### config.mk
export PLATFORM = sky130hd
export DESIGN_NAME = hs_rr_arbiter
export DESIGN_NICKNAME = d
export VERILOG_FILES = /design/src/rtl/hs_rr_arbiter.sv
export SDC_FILE = /design/constraint.sdc
export NUM_CORES = 1
export LEC_CHECK = 0
export ABC_CLOCK_PERIOD_IN_PS = 2850
export CAP_MARGIN = 10
export CORE_AREA = 2 2 128 130
export CTS_BUF_LIST = sky130_fd_sc_hd__clkbuf_16
export DETAILED_ROUTE_END_ITERATION = 10
export DIE_AREA = 0 0 130 132
export PLACE_DENSITY = 0.72
export SLEW_MARGIN = 5
export SYNTH_ARGS = -nofsm -noshare
export SYNTH_HDL_FRONTEND = slang
export SYNTH_SLANG_ARGS = --single-unit
### constraint.sdc
create_clock -name clk -period 2.85 [get_ports clk]
set_input_delay 0.285 -clock clk [delete_from_list [all_inputs] [get_ports clk]]
set_output_delay 0.285 -clock clk [all_outputs]
set_load 0.02 [all_outputs]
### src/rtl/hs_rr_arbiter.sv
// rtl/hs_rr_arbiter.sv - round-robin NUM_IN:1 valid/ready arbiter with one registered output stage
// Optional packet lock (grant held until last) is built when HS_RR_ARBITER_LOCK_EN is defined.
module hs_rr_arbiter #(
  parameter int NUM_IN = 4,
  parameter int DATA_W = 64,
  parameter int SRC_W  = 2
) (
  input  logic                     clk,
  input  logic                     rst,
  input  logic [NUM_IN-1:0]        rx_hs_valid,
  output logic [NUM_IN-1:0]        rx_hs_ready,
  input  logic [NUM_IN*DATA_W-1:0] rx_hs_data,
`ifdef HS_RR_ARBITER_LOCK_EN
  input  logic [NUM_IN-1:0]        rx_hs_last,
  output logic                     tx_hs_last,
`endif
  input  logic                     tx_hs_ready,
  output logic                     tx_hs_valid,
  output logic [DATA_W-1:0]        tx_hs_data,
  output logic [SRC_W-1:0]         tx_hs_src
);

  logic              adv;
  logic [SRC_W-1:0]  rr_ptr;
  logic [NUM_IN-1:0] eligible;
  logic              found;
  logic [SRC_W-1:0]  grant_idx;
  logic [SRC_W-1:0]  scan;
  logic [DATA_W-1:0] sel_data;
  logic              xfer;

  assign adv  = !tx_hs_valid || tx_hs_ready;
  assign xfer = adv && found;

`ifdef HS_RR_ARBITER_LOCK_EN
  localparam logic [0:0] ST_IDLE   = 1'b0;
  localparam logic [0:0] ST_LOCKED = 1'b1;

  logic [0:0]       state;
  logic [SRC_W-1:0] lock_idx;

  // While a packet is in flight only its owner may be granted.
  always_comb begin
    eligible = rx_hs_valid;
    if (state == ST_LOCKED) begin
      eligible = rx_hs_valid & (NUM_IN'(1) << lock_idx);
    end
  end

  always_ff @(posedge clk or negedge rst) begin
    if (!rst) begin
      state      <= ST_IDLE;
      lock_idx   <= '0;
      tx_hs_last <= 1'b0;
    end else if (xfer) begin
      tx_hs_last <= rx_hs_last[grant_idx];
      if (state == ST_IDLE) begin
        if (!rx_hs_last[grant_idx]) begin
          state    <= ST_LOCKED;
          lock_idx <= grant_idx;
        end
      end else if (rx_hs_last[grant_idx]) begin
        state <= ST_IDLE;
      end
    end
  end
`else
  assign eligible = rx_hs_valid;
`endif

  // Scan starts just past the last winner, so the last winner has lowest priority.
  always_comb begin
    found     = 1'b0;
    grant_idx = '0;
    scan      = '0;
    for (int k = 1; k <= NUM_IN; k++) begin
      scan = SRC_W'((int'(rr_ptr) + k) % NUM_IN);
      if (!found && eligible[scan]) begin
        found     = 1'b1;
        grant_idx = scan;
      end
    end
  end

  always_comb begin
    rx_hs_ready = '0;
    if (xfer) begin
      rx_hs_ready[grant_idx] = 1'b1;
    end
  end

  assign sel_data = rx_hs_data[int'(grant_idx)*DATA_W +: DATA_W];

  always_ff @(posedge clk or negedge rst) begin
    if (!rst) begin
      tx_hs_valid <= 1'b0;
      tx_hs_data  <= '0;
      tx_hs_src   <= '0;
      rr_ptr      <= SRC_W'(NUM_IN - 1);
    end else if (adv) begin
      tx_hs_valid <= found;
      if (found) begin
        tx_hs_data <= sel_data;
        tx_hs_src  <= grant_idx;
        rr_ptr     <= grant_idx;
      end
    end
  end

endmodule

Word level (Yosys, flattened, before mapping)
Cells that the tools add are included.
{"block": "word_totals", "reg_bits": 69, "inputBits": 263}
{"block": "classes", "n_addsub": 4, "n_lt_le_gt_ge": 6, "shifts": 1, "n_mux": 19, "reduce_logical": 11}
{"cell": "indexed part select 256 x 9 -> 64 bit", "n": 1}
{"cell": "< comparator 2 x 3 -> 1 bit, second input constant", "n": 5}
{"cell": "2-to-1 mux 1 bit", "n": 9}
{"cell": "binary-select mux 1 bit (select 2 bit)", "n": 4}
{"cell": "2-to-1 mux 2 bit", "n": 4}
{"cell": "logical AND 1 bit", "n": 5}
{"cell": "adder 2 x 1 -> 2 bit, second input constant", "n": 2}
{"cell": "adder 2 bit, second input constant", "n": 2}
{"cell": "zero test 1 bit", "n": 4}
{"cell": "2-to-1 mux 4 bit", "n": 1}
{"cell": "demux 1 bit (select 2 bit)", "n": 1}
{"cell": ">= comparator 2 x 1 -> 1 bit, second input constant", "n": 1}
{"cell": "AND reduction 2 bit", "n": 1}
{"cell": "logical OR 1 bit", "n": 1}

Logic depth before layout (Yosys ltp)
Gate-level depths: netlist (run 1).
{"block": "depth", "word_depth": 18, "mapped_depth": 8, "depth_no_buf": 5}

Worst setup path after synthesis (run 1)
Ideal clock, no wire load.
{"block": "synth_path", "path_type": "reg2out", "from": "register rr_ptr[1]", "to": "output port rx_hs_ready[0]", "arrival_ps": 2132, "required_ps": 2565, "setup_slack_ps": 433, "path_stages_with_launch": 8, "n_path_buf": 3, "cell_sequence": "dfstp_2 -> buf_6 -> mux2i_4 -> a2bb2oi_4 -> buf_2 -> buf_2 -> o21ai_0 -> nor3_1"}
{"block": "synth_between", "elab_chain_len": 18}
{"element": "start: declaration", "line_no": "24", "rtl": "logic [SRC_W-1:0] rr_ptr;"}
{"element": "start signal: assignment", "line_no": "99", "rtl": "rr_ptr <= SRC_W'(NUM_IN - 1);"}
{"element": "start signal: assignment", "line_no": "105", "rtl": "rr_ptr <= grant_idx;"}
{"element": "adder 2 x 1 -> 2 bit", "line_no": "77", "rtl": "scan = SRC_W'((int'(rr_ptr) + k) % NUM_IN);"}
{"element": "binary-select mux 1 bit (select 2 bit)", "line_no": "78", "rtl": "if (!found && eligible[scan]) begin"}
{"element": "2-to-1 mux 1 bit (implied by the code)", "line_no": "78"}
{"element": "2-to-1 mux 1 bit", "line_no": "78"}
{"element": "zero test 1 bit", "line_no": "78"}
{"element": "logical AND 1 bit", "line_no": "78"}
{"element": "2-to-1 mux 1 bit", "line_no": "78"}
{"element": "zero test 1 bit", "line_no": "78"}
{"element": "(+2 left out)"}
{"element": "zero test 1 bit", "line_no": "78"}
{"element": "logical AND 1 bit", "line_no": "78"}
{"element": "2-to-1 mux 2 bit", "line_no": "78"}
{"element": "< comparator 2 x 3 -> 1 bit (implied by the code) / >= comparator 2 x 1 -> 1 bit (equally long branches)", "line_no": "88", "rtl": "rx_hs_ready[grant_idx] = 1'b1;"}
{"element": "logical AND 1 bit (implied by the code)", "line_no": "88"}
{"element": "2-to-1 mux 1 bit (implied by the code)", "line_no": "88"}
{"element": "demux 1 bit (select 2 bit)", "line_no": "88"}
{"element": "2-to-1 mux 4 bit *", "line_no": "87", "rtl": "if (xfer) begin"}
{"element": "end: declaration", "line_no": "11", "rtl": "output logic [NUM_IN-1:0] rx_hs_ready,"}
Mark *: on every way between the ends. The rest lies on a longest branch, timed or not. The select of a mux whose other input is x is not followed.

Worst setup path in the final report (run 1)
{"block": "layout_path", "from": "register rr_ptr[1]", "to": "output port rx_hs_ready[1]"}
Same word-level chain as after synthesis.

==> metrics.txt, run 1 <==
# TYPE chip_impl_metric gauge
chip_impl_info{name="hold_path.class",value="in -> async"} 1
chip_impl_info{name="run_status",value="complete, no violations"} 1
chip_impl_metric{name="cts.htree.levels",unit=""} 3
chip_impl_metric{name="clock_sinks",unit=""} 69
chip_impl_metric{name="fin_hold_ws",unit="ns"} 0.113
chip_impl_info{name="critical_path.startpoint",value="rr_ptr[1]"} 1
chip_impl_metric{name="timing.slew.headroom",unit=""} 0.363
chip_impl_metric{name="cp_num_cells",unit=""} 6
chip_impl_info{name="grt-busiest-layer",value="met2"} 1
chip_impl_metric{name="worst_ir_drop_on_vdd",unit="mV"} 0.276
chip_impl_info{name="worst-setup-path-type",value="reg -> out"} 1
chip_impl_info{name="path_delay_family",value="buffers and inverters"} 1
chip_impl_metric{name="dr_pass1_iterations",unit=""} 4
chip_impl_metric{name="slew_violations",unit=""} 0
chip_impl_metric{name="p_total",unit="mW"} 5.01
chip_impl_info{name="capturing_instance_or_port_of_the_critical_path",value="rx_hs_ready[1]"} 1
chip_impl_metric{name="met1_usage",unit=""} 0.265
chip_impl_info{name="r2r-end",value="tx_hs_data[45]"} 1
chip_impl_metric{name="setup.reg_to_reg.worst_slack",unit="ns"} 0.45
chip_impl_metric{name="ys_seq_elements",unit=""} 69
chip_impl_metric{name="cp_bufs_invs",unit=""} 2
chip_impl_metric{name="global_route.usage.total",unit=""} 0.217
chip_impl_metric{name="post_syn_instances",unit=""} 479
chip_impl_metric{name="grt_use_met2",unit=""} 0.369
chip_impl_metric{name="critPathArrivalTime",unit="ns"} 2.45
chip_impl_metric{name="hold_violations",unit=""} 0
chip_impl_metric{name="global_routing_usage_on_met3",unit=""} 0.0467
chip_impl_info{name="ys_dominant_reg_cell",value="sky130_fd_sc_hd__dfrtp_1"} 1
chip_impl_metric{name="vias",unit=""} 5185
chip_impl_info{name="worstSetupEndpointType",value="output pin"} 1
chip_impl_metric{name="timing.max_cap.violations",unit=""} 0
chip_impl_metric{name="finalWirelength",unit="um"} 19100
chip_impl_info{name="layout.cells.most_common",value="sky130_fd_sc_hd__clkdlybuf4s50_1"} 1
chip_impl_metric{name="coreArea",unit="um^2"} 15700
chip_impl_metric{name="worst-slew-pin-transition",unit="ns"} 0.956
chip_impl_metric{name="critical_path.max_stage_delay",unit="ns"} 0.60
chip_impl_metric{name="layoutNonFillerInstCount",unit=""} 1013
chip_impl_metric{name="fin_tns_setup",unit="ns"} 0
chip_impl_metric{name="report.final.setup_viol",unit=""} 0
chip_impl_metric{name="dieHeight",unit="um"} 132
chip_impl_metric{name="remaining_drc_errors",unit=""} 0
chip_impl_info{name="critical_path_startpoint_category",value="flop"} 1
chip_impl_metric{name="power_per_cell_area",unit="nW/um^2"} 598
chip_impl_metric{name="grt_max_degree",unit=""} 70
chip_impl_metric{name="clock-skew-final",unit="ns"} 0.00739
chip_impl_metric{name="final.min_clock_period",unit="ns"} 2.74
chip_impl_metric{name="post_drt_via_cell_ratio",unit=""} 5.12
chip_impl_info{name="setup_repair_after_global_routing_missed_its_margin",value="no"} 1
chip_impl_info{name="clock_root_cell",value="sky130_fd_sc_hd__clkbuf_16"} 1
chip_impl_metric{name="worst_ep_required",unit="ns"} 2.57
chip_impl_metric{name="grt_pass1_wl",unit="um"} 29000
chip_impl_metric{name="ys_async_sr_fraction",unit=""} 1.00
chip_impl_info{name="tritoncts",value="done"} 1
chip_impl_metric{name="min_period_over_period",unit=""} 0.960
chip_impl_metric{name="grt_pass1_vias",unit=""} 5304
chip_impl_metric{name="timing.fmax",unit="MHz"} 365
chip_impl_metric{name="gr-total-overflow",unit=""} 0
chip_impl_metric{name="placement.io_buffers",unit=""} 333
chip_impl_info{name="launching_point_of_the_worst_reg2reg_path",value="rr_ptr[1]"} 1
chip_impl_metric{name="synth.lib_cells_used.distinct",unit=""} 37
chip_impl_metric{name="detailedPlacementHpwl",unit="um"} 13600
chip_impl_metric{name="detailedPlace.worstSlack",unit="ns"} 0.235
chip_impl_metric{name="routedWlPerCell",unit="um"} 18.8
chip_impl_metric{name="proportion_of_synthesized_chip_area_in_sequential_cells",unit=""} 0.382
chip_impl_metric{name="clk_pin_slew_worst_paths",unit="ns"} 0.05
chip_impl_metric{name="worst_slack",unit="ns"} 0.113
chip_impl_metric{name="ctsLongestPathBuffers",unit=""} 2
chip_impl_metric{name="i_o_pin_total",unit=""} 334
chip_impl_info{name="layout.cells.most_common_list",value="sky130_fd_sc_hd__clkdlybuf4s50_1, sky130_fd_sc_hd__dfrtp_1, sky130_fd_sc_hd__a211oi_1, sky130_fd_sc_hd__nand3_1"} 1
chip_impl_metric{name="post_synth.cell_area_avg",unit="um^2"} 9.46
chip_impl_info{name="yosys.area.top_type",value="sky130_fd_sc_hd__dfrtp_1"} 1
chip_impl_metric{name="worstSkewPairLatency",unit="ns"} 0.33
chip_impl_metric{name="leakagePower",unit="nW"} 3.34
chip_impl_info{name="synth_top_cells_by_area",value="sky130_fd_sc_hd__dfrtp_1, sky130_fd_sc_hd__a211oi_1, sky130_fd_sc_hd__a221o_1, sky130_fd_sc_hd__mux2_1, sky130_fd_sc_hd__mux2i_1"} 1
chip_impl_metric{name="core.rowCount",unit=""} 46
chip_impl_metric{name="floorplan.initialDensity",unit=""} 0.288
chip_impl_metric{name="initial_antenna_violation_count",unit=""} 0
chip_impl_metric{name="final.fill_count",unit=""} 1448
chip_impl_metric{name="place.gp.congestion",unit=""} 0.788
chip_impl_metric{name="cts_hold_buf",unit=""} 0
chip_impl_metric{name="antenna_cells",unit=""} 0
chip_impl_metric{name="syn_to_final_growth",unit="%"} 85.0
chip_impl_metric{name="synth-warning-count",unit=""} 0
chip_impl_info{name="cp_slowest_cell",value="sky130_fd_sc_hd__dfstp_2"} 1
chip_impl_metric{name="dieWidth",unit="um"} 130
chip_impl_metric{name="synthesis.area",unit="um^2"} 4530
chip_impl_metric{name="synth_edf_count",unit=""} 0
chip_impl_metric{name="cts_buffers",unit=""} 9
chip_impl_metric{name="area_of_the_die",unit="um^2"} 17200
chip_impl_metric{name="post-synth-top-area-fraction",unit=""} 0.370
chip_impl_metric{name="timing.critical_path.fanout_max",unit=""} 5
chip_impl_metric{name="post_detailed_route_count_of_antenna_violating_nets",unit=""} 0
chip_impl_metric{name="iteration_0_drc_count_of_the_detailed_router",unit=""} 250
chip_impl_metric{name="placedCellCount",unit=""} 995
chip_impl_metric{name="layout-drive-gt1-share",unit=""} 0.0627
chip_impl_metric{name="synthesis.nets",unit=""} 742
chip_impl_metric{name="worstRegToRegCells",unit=""} 6
chip_impl_info{name="critical_path.cell_chain",value="mux2i_4 -> a2bb2oi_4 -> o21ai_0 -> buf_4 -> and2_1 -> clkdlybuf4s50_1"} 1
chip_impl_metric{name="num-nets-final",unit=""} 1055
==> per-stage QoR <==
step,utilization,area (um^2)
after CTS,0.533,8370
after floorplan,-,4530
after global placement,0.515,8090
final,0.534,8380
after global routing,0.534,8380
after detailed placement,0.515,8090
==> what timing repair did <==
item / CTS / global route
setup buffers: 0 / 2
gates resized for setup: 2 / 0
pin swaps: 0 / 0
endpoints found under the hold margin: 0 / 0
endpoints found under the setup margin: 2 / 2
==> worst reg2reg max path, cell delays in order (launching register included) <==
cell                        delay (ns)
sky130_fd_sc_hd__dfstp_2          0.60
sky130_fd_sc_hd__mux2i_4          0.30
sky130_fd_sc_hd__a2bb2oi_4        0.20
sky130_fd_sc_hd__buf_4            0.57
sky130_fd_sc_hd__and3_1           0.31
sky130_fd_sc_hd__a211oi_1         0.05
sky130_fd_sc_hd__a211oi_1         0.28
==> kinds of logic after synthesis <==
| family | share of synthesized area |
|---|---|
| AO/OA/AOI/OAI | 0.275 |
| AND/OR/NAND/NOR | 0.126 |
| flip-flops | 0.382 |
| multiplexers | 0.157 |
| buffers and inverters | 0.0605 |
==> cell type report <==
cell class | instances | area, um^2 | area share
sequential | 69 | 1730 | 0.206
timing repair buffer | 355 | 3540 | 0.423
clock buffer | 9 | 225 | 0.0269
inverter | 2 | 7.51 | 0.000896
tap | 216 | 270 | 0.0322
clock inverter | 7 | 52.6 | 0.00627
multi-input combinational | 355 | 2550 | 0.305
==> metal layers <==
metal | vias to the layer above | wire length (um)
met1 | 2470 | 7840
met2 | 215 | 9340
li1 | 2461 | -
met3 | 39 | 1310
met4 | 0 | 591
met5 | - | 0
==> registers in the layout (all words and copies together), names as in the netlist <==
| register | cells |
|---|---|
| tx_hs_data | 64 |
| rr_ptr | 2 |
| tx_hs_src | 2 |
| tx_hs_valid | 1 |
==> report_power, final <==
part	total [mW]	switching, mW	internal (mW)
sequential	1.43	0.169	1.26
clock	1.07	0.415	0.659
combinational	2.51	1.21	1.30
==> synthesized netlist by cell type (4+ instances only) <==
master,count
sky130_fd_sc_hd__a211oi_1,52
sky130_fd_sc_hd__a21oi_1,38
sky130_fd_sc_hd__a221o_1,38
sky130_fd_sc_hd__and3_1,26
sky130_fd_sc_hd__buf_2,8
sky130_fd_sc_hd__buf_6,7
sky130_fd_sc_hd__clkbuf_1,34
sky130_fd_sc_hd__dfrtp_1,67
sky130_fd_sc_hd__mux2_1,33
sky130_fd_sc_hd__mux2_2,5
sky130_fd_sc_hd__mux2i_1,26
sky130_fd_sc_hd__nand2_1,5
sky130_fd_sc_hd__nand3_1,39
sky130_fd_sc_hd__nor2_1,35
sky130_fd_sc_hd__o21ai_0,36
sky130_fd_sc_hd__o21ai_1,4
==> how the worst min path moves through the flow <==
stage,from,end,slack (ns)
2_1_floorplan,rst,tx_hs_data[0],-0.01
3_3_place_gp,tx_hs_src[1],tx_hs_src[1],0.46
3_5_place_dp,tx_hs_src[1],tx_hs_src[1],0.47
4_1_cts,rst,tx_hs_data[24],0.14
5_1_grt,rst,tx_hs_data[24],0.19
6_report,rst,tx_hs_data[24],0.11
Note: power is estimated with default switching activity, not from simulation.
==> inputs of run 2 (changes only) <==
--- a/config.mk
+++ b/config.mk
@@ -5,7 +5,7 @@
 export SDC_FILE = /design/constraint.sdc
 export NUM_CORES = 1
 export LEC_CHECK = 0
-export ABC_CLOCK_PERIOD_IN_PS = 2850
+export ABC_CLOCK_PERIOD_IN_PS = 2800
 export CAP_MARGIN = 10
 export CORE_AREA = 2 2 128 130
 export CTS_BUF_LIST = sky130_fd_sc_hd__clkbuf_16
==> constraint.sdc (replaced) <==
create_clock -name clk -period 2.8 [get_ports clk]
set_input_delay 0.28 -clock clk [delete_from_list [all_inputs] [get_ports clk]]
set_output_delay 0.28 -clock clk [all_outputs]
set_load 0.02 [all_outputs]
==> run 2 against run 1 <==
Against the previous run: total power increased by 4.4%; largest power group unchanged; sequential share of layout area decreased by 0.13 points; non-clock buffer count up 3; setup slack better by 0.011 ns; register-to-register slack got worse by 0.02 ns; first-iteration DRC count up 10%; die area is the same; final area rose by 0.61%; clock power grew 13%; final cell count increased by 0.30%; count of clock-buffer cells in the layout unchanged; highest routed layer unchanged.
==> metrics.txt, run 2 (synthesis results as in run 1) <==
# TYPE chip_impl_metric gauge
chip_impl_info{name="run_status",value="complete, no violations"} 1
chip_impl_metric{name="detailedPlacementHpwl",unit="um"} 13800
chip_impl_metric{name="final.fill_count",unit=""} 1416
chip_impl_metric{name="worstRegToRegCells",unit=""} 8
chip_impl_metric{name="timing.critical_path.fanout_max",unit=""} 7
chip_impl_info{name="capturing_instance_or_port_of_the_critical_path",value="rx_hs_ready[1]"} 1
chip_impl_metric{name="place.gp.congestion",unit=""} 0.828
chip_impl_info{name="critical_path.cell_chain",value="buf_4 -> nand3b_1 -> a31oi_1 -> buf_4 -> nor2_4 -> and2_1 -> clkdlybuf4s50_1"} 1
chip_impl_info{name="critical_path_startpoint_category",value="flop"} 1
chip_impl_metric{name="setup.reg_to_reg.worst_slack",unit="ns"} 0.43
chip_impl_info{name="critical_path.startpoint",value="rr_ptr[1]"} 1
chip_impl_info{name="setup_repair_after_global_routing_missed_its_margin",value="no"} 1
chip_impl_metric{name="fin_hold_ws",unit="ns"} 0.0870
chip_impl_metric{name="grt_pass1_wl",unit="um"} 29300
chip_impl_metric{name="number_of_flip_flops_in_the_largest_register",unit=""} 64
chip_impl_metric{name="fin_tns_setup",unit="ns"} 0
chip_impl_info{name="worst-setup-path-type",value="reg -> out"} 1
chip_impl_metric{name="initial_antenna_violation_count",unit=""} 0
chip_impl_metric{name="p_total",unit="mW"} 5.23
chip_impl_info{name="tritoncts",value="done"} 1
chip_impl_metric{name="gr-total-overflow",unit=""} 0
chip_impl_info{name="cp_slowest_cell",value="sky130_fd_sc_hd__dfstp_2"} 1
chip_impl_metric{name="antenna_cells",unit=""} 0
chip_impl_metric{name="cts.htree.levels",unit=""} 3
chip_impl_metric{name="critical_path.max_stage_delay",unit="ns"} 0.56
chip_impl_metric{name="post_detailed_route_count_of_antenna_violating_nets",unit=""} 0
chip_impl_info{name="r2r-end",value="tx_hs_data[29]"} 1
chip_impl_metric{name="vias",unit=""} 5203
chip_impl_metric{name="placedInstanceArea",unit="um^2"} 8120
chip_impl_metric{name="timing.max_cap.violations",unit=""} 0
chip_impl_metric{name="power_per_cell_area",unit="nW/um^2"} 621
chip_impl_metric{name="final.min_clock_period",unit="ns"} 2.68
chip_impl_metric{name="leakagePower",unit="nW"} 3.36
chip_impl_metric{name="coreArea",unit="um^2"} 15700
chip_impl_metric{name="dieHeight",unit="um"} 132
chip_impl_metric{name="hold_violations",unit=""} 0
chip_impl_metric{name="worstSkewPairLatency",unit="ns"} 0.34
chip_impl_metric{name="worst_ep_required",unit="ns"} 2.52
chip_impl_metric{name="global_route.usage.total",unit=""} 0.220
chip_impl_info{name="registers.top_by_ff_count",value="tx_hs_data"} 1
chip_impl_metric{name="routedWlPerCell",unit="um"} 18.8
chip_impl_metric{name="floorplan.initialDensity",unit=""} 0.288
chip_impl_metric{name="clock-skew-final",unit="ns"} 0.00649
chip_impl_metric{name="worst_ir_drop_on_vdd",unit="mV"} 0.292
chip_impl_metric{name="report.final.setup_viol",unit=""} 0
chip_impl_metric{name="cp_bufs_invs",unit=""} 3
chip_impl_metric{name="i_o_pin_total",unit=""} 334
chip_impl_metric{name="clock_sinks",unit=""} 69
chip_impl_metric{name="timing.slew.headroom",unit=""} 0.367
chip_impl_metric{name="dr_pass1_iterations",unit=""} 4
chip_impl_metric{name="layout-drive-gt1-share",unit=""} 0.0700
chip_impl_metric{name="syn_to_final_growth",unit="%"} 86.1
chip_impl_info{name="layout.cells.most_common",value="sky130_fd_sc_hd__clkdlybuf4s50_1"} 1
chip_impl_metric{name="critPathArrivalTime",unit="ns"} 2.40
chip_impl_metric{name="dieWidth",unit="um"} 130
chip_impl_info{name="layout.cells.most_common_list",value="sky130_fd_sc_hd__clkdlybuf4s50_1, sky130_fd_sc_hd__dfrtp_1, sky130_fd_sc_hd__a211oi_1, sky130_fd_sc_hd__nand3_1"} 1
chip_impl_metric{name="min_period_over_period",unit=""} 0.956
chip_impl_info{name="path_delay_family",value="buffers and inverters"} 1
chip_impl_metric{name="cts_buffers",unit=""} 9
chip_impl_metric{name="remaining_drc_errors",unit=""} 0
chip_impl_info{name="largest_registers",value="tx_hs_data: 64 flops, rr_ptr: 2 flops, tx_hs_src: 2 flops"} 1
chip_impl_metric{name="layoutNonFillerInstCount",unit=""} 1016
chip_impl_metric{name="clk_pin_slew_worst_paths",unit="ns"} 0.06
chip_impl_metric{name="area_of_the_die",unit="um^2"} 17200
chip_impl_metric{name="placement.io_buffers",unit=""} 333
chip_impl_metric{name="worst_slack",unit="ns"} 0.124
chip_impl_info{name="most_used_cell_along_the_critical_path",value="sky130_fd_sc_hd__buf_4"} 1
chip_impl_metric{name="core.rowCount",unit=""} 46
chip_impl_metric{name="detailedPlace.worstSlack",unit="ns"} 0.154
chip_impl_metric{name="post_drt_via_cell_ratio",unit=""} 5.12
chip_impl_metric{name="grt_pass1_vias",unit=""} 5394
chip_impl_info{name="worstSetupEndpointType",value="output pin"} 1
chip_impl_metric{name="grt_max_degree",unit=""} 70
chip_impl_metric{name="finalWirelength",unit="um"} 19100
chip_impl_info{name="launching_point_of_the_worst_reg2reg_path",value="rr_ptr[1]"} 1
chip_impl_info{name="clock_root_cell",value="sky130_fd_sc_hd__clkbuf_16"} 1
chip_impl_metric{name="iteration_0_drc_count_of_the_detailed_router",unit=""} 275
chip_impl_metric{name="post-route-util",unit=""} 0.537
chip_impl_metric{name="num-nets-final",unit=""} 1058
chip_impl_metric{name="cp_num_cells",unit=""} 7
chip_impl_metric{name="slew_violations",unit=""} 0
chip_impl_info{name="hold_path.class",value="in -> async"} 1
chip_impl_metric{name="finish.instance_area",unit="um^2"} 8430
chip_impl_metric{name="placedCellCount",unit=""} 999
chip_impl_metric{name="timing.fmax",unit="MHz"} 374
chip_impl_metric{name="ctsLongestPathBuffers",unit=""} 2
chip_impl_metric{name="worst-slew-pin-transition",unit="ns"} 0.949
run 2: how the worst min path moves through the flow:
stage,startpoint,endpoint,depth (start not counted)
6_report,rst,tx_hs_data[24],1
5_1_grt,rst,tx_hs_data[24],1
4_1_cts,rst,tx_hs_data[24],1
3_5_place_dp,tx_hs_src[1],tx_hs_src[1],2
3_3_place_gp,tx_hs_src[1],tx_hs_src[1],2
2_1_floorplan,rst,tx_hs_data[0],0
run 2: power by group:
group / switching, mW / internal, mW
clock network: 0.439 / 0.767
logic: 1.24 / 1.33
registers: 0.171 / 1.29
run 2: cell type report:
type,instances,area [um^2],share of cell area
clock buffers,9,225,0.0267
clock inverters,7,81.3,0.00964
inverters,2,7.51,0.000890
multi-input cells,355,2550,0.303
flip-flops and latches,69,1730,0.205
well taps,216,270,0.0320
repair buffers,358,3570,0.423
run 2: repair_timing:
item | 4_1_cts | 5_1_grt
resized for setup | 2 | 1
hold buffers | 0 | 0
endpoints found under the setup margin | 4 | 1
setup buffers | 1 | 0
endpoints found under the hold margin | 0 | 0
run 2: layer usage:
layer	up-vias	wire length [um]	share of wire	global-route usage
met2	238	9530	0.50	0.368
met3	45	1310	0.069	0.0495
met1	2447	7650	0.40	0.267
met4	0	652	0.034	0.103
li1	2473	-	-	-
met5	-	0	0	0
